<file path="src/rtl/spi2adc.sv">
// spi2adc: SPI master that reads one 10-bit MCP3002 sample per 16-clock frame.
// Define SPI2ADC_AUTO_EN to make conversions free-running after the first start.
module spi2adc #(
  parameter int   HALF = 25,
  parameter logic SGL  = 1'b1
) (
  input  logic       sysclk,
  input  logic       rst_n,
  input  logic       start,
  input  logic       channel,
  input  logic       adc_sdo,
  output logic       adc_cs,
  output logic       adc_sck,
  output logic       adc_sdi,
  output logic [9:0] data_out,
  output logic       data_valid,
  output logic       busy
);
  typedef enum logic [2:0] {IDLE, SETUP, SCK_HI, SCK_LO, DONE, HOLD} state_t;
  state_t     state_q, state_d;
  logic [5:0] cnt_q, cnt_d;
  logic [4:0] bit_q, bit_d;
  logic [9:0] sh_q, sh_d, data_q, data_d;
  logic ch_q, ch_d, cs_q, cs_d, sck_q, sck_d, sdi_q, sdi_d;
  logic valid_q, valid_d, busy_q, busy_d;
  logic wrap, launch, relaunch;
  assign wrap = cnt_q == 6'(HALF - 1);
`ifdef SPI2ADC_AUTO_EN
  // busy_q is only high in IDLE after a completed frame, which relaunches it
  assign launch   = start | busy_q;
  assign relaunch = 1'b1;
`else
  assign launch   = start;
  assign relaunch = 1'b0;
`endif
  assign adc_cs     = cs_q;
  assign adc_sck    = sck_q;
  assign adc_sdi    = sdi_q;
  assign data_out   = data_q;
  assign data_valid = valid_q;
  assign busy       = busy_q;
  always_ff @(posedge sysclk or negedge rst_n)
    if (!rst_n) begin
      state_q <= IDLE;
      cnt_q   <= '0;
      bit_q   <= '0;
      sh_q    <= '0;
      data_q  <= '0;
      ch_q    <= 1'b0;
      cs_q    <= 1'b1;
      sck_q   <= 1'b0;
      sdi_q   <= 1'b0;
      valid_q <= 1'b0;
      busy_q  <= 1'b0;
    end else begin
      state_q <= state_d;
      cnt_q   <= cnt_d;
      bit_q   <= bit_d;
      sh_q    <= sh_d;
      data_q  <= data_d;
      ch_q    <= ch_d;
      cs_q    <= cs_d;
      sck_q   <= sck_d;
      sdi_q   <= sdi_d;
      valid_q <= valid_d;
      busy_q  <= busy_d;
    end
  always_comb begin
    state_d = state_q;
    cnt_d   = (state_q == IDLE || state_q == DONE || wrap) ? '0 : cnt_q + 6'd1;
    bit_d   = bit_q;
    case (state_q)
      IDLE: if (launch) begin
        state_d = SETUP;
        bit_d   = 5'd1;
      end
      SETUP:  state_d = wrap ? SCK_HI : SETUP;
      SCK_HI: state_d = wrap ? SCK_LO : SCK_HI;
      SCK_LO: if (wrap) begin
        state_d = (bit_q == 5'd16) ? DONE : SCK_HI;
        bit_d   = bit_q + 5'd1;
      end
      DONE:    state_d = HOLD;
      HOLD:    state_d = wrap ? IDLE : HOLD;
      default: state_d = IDLE;
    endcase
  end
  // bit_q holds the current SCK index n; SCK_HI exit drives command bit n+1
  always_comb begin
    ch_d    = ch_q;
    cs_d    = cs_q;
    sck_d   = sck_q;
    sdi_d   = sdi_q;
    sh_d    = sh_q;
    data_d  = data_q;
    valid_d = 1'b0;
    busy_d  = busy_q;
    case (state_q)
      IDLE: if (launch) begin
        ch_d   = channel;
        busy_d = 1'b1;
        cs_d   = 1'b0;
        sdi_d  = 1'b1;
      end
      SETUP: sck_d = wrap ? 1'b1 : sck_q;
      SCK_HI: if (wrap) begin
        sck_d = 1'b0;
        sdi_d = (bit_q == 5'd1) ? SGL : (bit_q == 5'd2) ? ch_q : (bit_q == 5'd3);
      end
      SCK_LO: if (wrap) begin
        sck_d   = bit_q != 5'd16;
        sh_d    = (bit_q >= 5'd5 && bit_q <= 5'd14) ? {sh_q[8:0], adc_sdo} : sh_q;
        cs_d    = bit_q == 5'd16;
        data_d  = (bit_q == 5'd16) ? sh_q : data_q;
        valid_d = bit_q == 5'd16;
      end
      HOLD: busy_d = wrap ? relaunch : busy_q;
      default: ;
    endcase
  end
endmodule

</file>
<file path="config.mk">
export PLATFORM = sky130hd
export DESIGN_NAME = spi2adc
export DESIGN_NICKNAME = d
export VERILOG_FILES = /design/src/rtl/spi2adc.sv
export SDC_FILE = /design/constraint.sdc
export NUM_CORES = 1
export LEC_CHECK = 0
export CORE_MARGIN = 8
export CORE_UTILIZATION = 45
export DETAILED_ROUTE_END_ITERATION = 10
export GPL_TIMING_DRIVEN = 0
export PLACE_DENSITY_LB_ADDON = 0.05
export SYNTH_ARGS = -nofsm -noshare
export SYNTH_HDL_FRONTEND = slang
export SYNTH_SLANG_ARGS = --single-unit
</file>
<file path="constraint.sdc">
create_clock -name sysclk -period 3 [get_ports sysclk]
set_input_delay 0.9 -clock sysclk [delete_from_list [all_inputs] [get_ports sysclk]]
set_output_delay 0.9 -clock sysclk [all_outputs]
set_load 0.01 [all_outputs]
</file>
==> flow_summary_export.csv, run 1 <==
group,metric,value,unit
clock_network,clock_latency,290,ps
power_and_ir_drop,seqPwrFrac,48.0,%
power_and_ir_drop,combPwrFrac,24.0,%
power_and_ir_drop,p_leak,0.995,nW
floorplan,dieArea,6420,um^2
timing,finalHoldViolCount,0,
layout,nets,183,
detailed_routing,via_per_inst,5.22,
detailed_routing,avgRoutedWirePerCell,14.8,um
floorplan,die_x,80.1,um
power_and_ir_drop,powerDensity,699,nW/um^2
global_route,antenna_found_initial,0,
detailed_routing,first_iter_violations,38,
power_and_ir_drop,p_clk_share,28.1,%
clock_network,hold_buffers,0,
global_route,track_usage,11.3,%
detailed_routing,routed-via-count,1164,
yosys,yosys-top-cells-area,"dfrtp_1 53%, mux2_2 8.5%, mux2_4 5.7%, ha_1 4.1%, nor2_1 2.2%",
timing,fmax,0.424,GHz
worst_setup_path,crit_path_start_kind,"primary input",
place,pre_cts_slack,325,ps
detailed_routing,first_pass_iters,4,
global_route,grt_pass1_vias,1192,
layout,synthToLayoutAreaGrowth,19.4,%
timing,tns,0,ps
yosys,ys_seq_elements,40,
clock_network,clk_path_buf_depth,2,
timing,setup_slack,640,ps
timing,post-route-min-period,2360,ps
yosys,synth_edf_count,0,
global_route,grt_overflow,0,
floorplan,design.core.area,3970,um^2
yosys,seq_area_frac_synth,54.2,%
clock_network,cts-root-buf,"clkbuf_8",
detailed_routing,topRoutingLayerUsed,"met4",
yosys,synth_ff_type,"dfrtp_1",
yosys,synth_cell_types,39,
status,status,"completed",
clock_network,cts.clk_slew.worst_paths,80,ps
place,place.gp.congestion,0.839,
worst_setup_path,rr_startpoint,"cnt_q[0]",
clock_network,cts-buffers-inserted,5,
clock_network,cts-htree-levels,2,
worst_hold_path,hp-class,"reg -> reg",
power_and_ir_drop,swShare,31.9,%
worst_hold_path,hold-path-endpoint,"data_out[5]",
detailed_routing,routed-wl-met2,1570,um
place,port_buffers,19,
yosys,netlist.area_leader.share,52.8,%
timing,rsz0062_at_grt,"false",
clock_network,cts_resized,0,
power_and_ir_drop,internal-power,1.05,mW
layout,n_antenna_cell,0,
worst_setup_path,path_class,"in -> reg",
clock_network,cts_setup_buffers,0,
global_route,grt_max_degree,41,
detailed_routing,drt_wl_total,3290,um
floorplan,rows,23,
timing,max_slew_margin,40.8,%
power_and_ir_drop,ir_drop,0.275,mV
yosys,syn-num-nets,157,
yosys,syn_inst,146,
yosys,synth.yosys.warnings,0,
worst_setup_path,crit_path_end_kind,"flop",
place,dp_hpwl,2360,um
timing,setup_viol,0,
global_route,grt_pass1_wl,5660,um
timing,tightest_slew,888,ps
layout,layout-drive-gt1-share,22.5,%
clock_network,cts_tree,"yes",
run,max_cap_violations,0,
detailed_routing,wl_met1,1530,um
worst_setup_path,r2r-end,"data_out[2]",
power_and_ir_drop,power.net_switching,0.493,mW
detailed_routing,final_antenna_net_count,0,
yosys,avgSynthCellArea,12.7,um^2
worst_setup_path,crit_fanout,6,
worst_setup_path,rrSetupSlack,930,ps
worst_hold_path,hold_depth,1,
timing,finClkSkew,6.59,ps
worst_hold_path,hold_start,"data_out[5]",
timing,maxSlewViolCount,0,
power_and_ir_drop,p_total,1.54,mW
worst_setup_path,cp.required,3220,ps
worst_setup_path,r2r_cells,7,
timing,post-route-period-util,78.7,%
floorplan,io_pins,20,
yosys,async_flop_share,100,%
detailed_routing,drc_errors,0,
worst_setup_path,crit_arrival,2580,ps
detailed_routing,wl_met3,142,um
yosys,synth_area_leader_cell,"dfrtp_1",
timing,holdWs,515,ps
yosys,netlist_area,1850,um^2
floorplan,die-height,80.1,um
clock_network,cts.sinks,40,
floorplan,initial_core_util,46.6,%
[per-stage QoR]
step | utilization (%) | instance area (um^2) | std cells
3_3_place_gp | 52.9 | 2100 | 215
5_1_grt | 55.6 | 2210 | 223
2_1_floorplan | - | 1850 | 146
6_report | 55.6 | 2210 | 223
3_5_place_dp | 52.8 | 2100 | 215
4_1_cts | 55.6 | 2210 | 223
[cells in the mapped netlist, drive strengths merged (3+ instances only)]
cell     n
dfrtp   39
mux2    21
nor2    11
inv      9
nand2    8
ha       6
o21ai    6
nand2b   4
nand3    4
nor3     3
or4      3
[power by group through the flow]
stage | combinational, mW | clock (mW) | sequential [mW]
after global placement | 0.361 | 0 | 0.745
after floorplan | 0.274 | 0 | 0.731
after CTS | 0.376 | 0.446 | 0.742
after detailed placement | 0.374 | 0 | 0.751
final | 0.370 | 0.433 | 0.740
after global routing | 0.425 | 0.468 | 0.759
[cell usage in the layout, fill, tap and decap left out, types with 4 or more instances in the layout]
cell | netlist | final
dfrtp_1 | 39 | 39
o21ai_0 | 5 | 5
ha_1 | 6 | 6
clkbuf_8 | 0 | 5
nand2_1 | 8 | 8
mux2_4 | 7 | 7
mux2_2 | 14 | 14
clkdlybuf4s50_1 | 0 | 18
nand3_1 | 4 | 4
nand2b_1 | 4 | 4
nor2_1 | 11 | 11
inv_1 | 9 | 9
[area by class of cell]
class / instances / area [um^2]
plain buffers: 3 / 28.8
clock buffers: 5 / 68.8
clock inverters: 3 / 42.5
fillers: 345 / 1760
inverters: 9 / 33.8
multi-input cells: 94 / 785
flip-flops and latches: 40 / 1000
well taps: 50 / 62.6
repair buffers: 19 / 185
[logic make-up (layout without fill, tap and decap cells)]
family,after synthesis,after routing,share of synthesized area (%)
AOI/OAI and AO/OA,18,18,6.63
xor gates and xnor gates,4,4,1.89
adders and majority gates,6,6,4.06
buffers and inverters,12,39,3.38
DFF,40,40,54.2
muxes,23,23,15.3
and+or+nand+nor,43,43,14.5
[layer usage]
| layer | vias to the layer above | GRT usage (%) |
|---|---|---|
| met5 | - | 0 |
| met1 | 577 | 13.6 |
| met3 | 6 | 4.02 |
| met2 | 15 | 17.9 |
| met4 | 0 | 4.36 |
| li1 | 566 | - |
[worst max path at each step]
stage	cells past startpoint	from	slack (ps)	to
after floorplan	4	start	1030	bit_q[3]
after global placement	1	rst_n	70	sh_q[0]
after detailed placement	5	start	320	bit_q[3]
after CTS	5	start	620	bit_q[3]
after global routing	5	start	470	bit_q[3]
final	5	start	640	bit_q[3]
[sequential cells by signal (all words and copies together) (netlist names)]
register and flops:
adc_sdi 1, adc_cs 1, bit_q 5, busy 1, data_valid 1, ch_q 1
data_out 10, sh_q 10, state_q 3, adc_sck 1, cnt_q 6
[critical path, stage by stage]
cell,delay (ps)
clkdlybuf4s50_1,470
nor3b_1,340
a41oi_1,190
or4_1,530
a21oi_1,150
(Power assumes the default switching activity.)
==> inputs of run 2 (changes only) <==
==> constraint.sdc (replaced) <==
create_clock -name sysclk -period 2 [get_ports sysclk]
set_input_delay 0.6 -clock sysclk [delete_from_list [all_inputs] [get_ports sysclk]]
set_output_delay 0.6 -clock sysclk [all_outputs]
set_load 0.01 [all_outputs]
==> run 2 against run 1 <==
Compared with the run above: setup slack worse by 600 ps; clock power is 49% higher; cell count is 1.3% higher; sequential power is 51% higher; count of clock-buffer cells in the layout stayed put; critical path type is now reg -> out; hold slack worse by 85 ps; register-to-register slack worse by 830 ps; largest power group unchanged; non-clock buffer count is 2 higher; sequential cell count stayed put; via count is 1.3% higher.
==> flow_summary_export.csv, run 2 (same netlist as run 1, synthesis figures left out) <==
group,metric,value,unit
timing,tightest_slew,881,ps
worst_setup_path,crit_arrival,1360,ps
floorplan,design.core.area,3970,um^2
timing,holdWs,430,ps
detailed_routing,drt_wl_total,3420,um
worst_setup_path,crit_slowest_cell,"dfstp_2",
detailed_routing,first_iter_violations,42,
global_route,grt_max_degree,41,
worst_setup_path,crit_family,"flip-flops",
worst_hold_path,hp-class,"in -> async",
layout,final_common_cell,"dfrtp_1",
floorplan,rows,23,
layout,ff_latch_area,1000,um^2
power_and_ir_drop,seqPwrFrac,47.5,%
global_route,antenna_found_initial,0,
status,status,"completed",
power_and_ir_drop,powerDensity,1040,nW/um^2
clock_network,cts-root-buf,"clkbuf_8",
clock_network,cts.clk_slew.worst_paths,80,ps
detailed_routing,final_antenna_net_count,0,
power_and_ir_drop,power.net_switching,0.767,mW
clock_network,cts-htree-levels,2,
power_and_ir_drop,internal-power,1.59,mW
timing,fmax,0.511,GHz
global_route,grt_pass1_vias,1204,
clock_network,cts.sinks,40,
power_and_ir_drop,swShare,32.6,%
clock_network,cts-buffers-inserted,5,
timing,setup_viol,0,
global_route,grt_pass1_wl,5730,um
timing,post-route-min-period,1960,ps
timing,finClkSkew,6.10,ps
place,port_buffers,19,
power_and_ir_drop,p_leak,1.01,nW
floorplan,die_x,80.1,um
layout,n_antenna_cell,0,
timing,maxSlewViolCount,0,
run,max_cap_violations,0,
detailed_routing,wl_met1,1580,um
detailed_routing,topRoutingLayerUsed,"met4",
clock_network,clk_path_buf_depth,2,
layout,layout_common_cells,"38 x dfrtp_1, 18 x clkdlybuf4s50_1, 14 x mux2_2",
layout,nets,186,
worst_setup_path,worstPathCellList,"clkdlybuf4s50_1",
worst_setup_path,path_class,"reg -> out",
global_route,grt_overflow,0,
floorplan,die-height,80.1,um
detailed_routing,first_pass_iters,4,
detailed_routing,routed-via-count,1179,
worst_setup_path,crit_path_start_kind,"flop",
floorplan,io_pins,20,
layout,fill_cells,337,
timing,rsz0062_at_grt,"false",
clock_network,hold_buffers,0,
worst_setup_path,crit_path_end_kind,"output port",
detailed_routing,wl_met3,147,um
worst_setup_path,cp.required,1400,ps
worst_setup_path,worst-path-buf-inv,1,
timing,finalHoldViolCount,0,
power_and_ir_drop,combPwrFrac,25.0,%
layout,multi_input_area,831,um^2
clock_network,clock_latency,290,ps
power_and_ir_drop,p_total,2.35,mW
detailed_routing,drc_errors,0,
worst_setup_path,crit_fanout,2,
timing,max_slew_margin,41.2,%
place,place.gp.congestion,0.839,
power_and_ir_drop,p_clk_share,27.5,%
layout,layout-drive-gt1-share,26.1,%
clock_network,cts_tree,"yes",
floorplan,dieArea,6420,um^2
detailed_routing,routed-wl-met2,1640,um
global_route,track_usage,11.3,%
detailed_routing,via_per_inst,5.22,
detailed_routing,avgRoutedWirePerCell,15.1,um
power_and_ir_drop,ir_drop,0.412,mV
floorplan,initial_core_util,46.6,%
timing,post-route-period-util,97.9,%
worst_setup_path,critical_path.max_stage_delay,540,ps
layout,synthToLayoutAreaGrowth,22.8,%
place,dp_hpwl,2360,um
[run 2: changes by cell type in the layout (fill, tap and decap cells not counted), sizes merged]
cell   previous run  this run
nand4             1         2
buf               3         5
[run 2: power groups by stage]
| stage | sequential, mW | combinational (mW) | clock [mW] |
|---|---|---|---|
| after floorplan | 1.10 | 0.410 | 0 |
| after global placement | 1.12 | 0.541 | 0 |
| after detailed placement | 1.13 | 0.561 | 0 |
| after CTS | 1.11 | 0.569 | 0.668 |
| after global routing | 1.15 | 0.674 | 0.702 |
| final | 1.12 | 0.590 | 0.647 |
[run 2: path summary, 6_finish.rpt]
check	end	startpoint	slack (ps)	cells past startpoint
min in group sysclk	data_out[5]	data_out[5]	510	1
min	adc_sdi	rst_n	430	1
max in group asynchronous	bit_q[1]	rst_n	960	1
min reg2reg	data_out[5]	data_out[5]	510	1
max	adc_cs	adc_cs	40	1
max reg2reg	data_out[2]	cnt_q[0]	100	7
[run 2: layout make-up]
cell class              count  share of cell area [%]
clock inverters             3                    1.87
flip-flops and latches     40                    44.2
repair buffers             21                    8.82
inverters                   9                    1.49
well taps                  50                    2.75
multi-input cells          95                    36.6
plain buffers               3                    1.27
clock buffers               5                    3.03
[run 2: through the flow]
stage / cell area [um^2] / setup slack, ps / TNS, ps / std cells / utilization [%]
after global routing: 2270 / 1.88 / 0 / 226 / 57.2
after detailed placement: 2100 / -375 / -3020 / 215 / 52.8
final: 2270 / 43.0 / 0 / 226 / 57.2
after global placement: 2100 / -631 / -27100 / 215 / 52.9
after CTS: 2230 / 13.7 / 0 / 225 / 56.1
after floorplan: 1850 / 125 / 0 / 146 / -
[run 2: timing repair]
action / 4_1_cts / 5_1_grt
buffers inserted: 2 / 0
cloned: 0 / 1
resized for setup: 1 / 5
setup endpoints to repair: 20 / 19
[run 2: layer usage]
layer,track usage [%],vias up
met2,18.1,17
met5,0,-
li1,-,574
met3,4.02,6
met4,4.36,0
met1,13.7,582
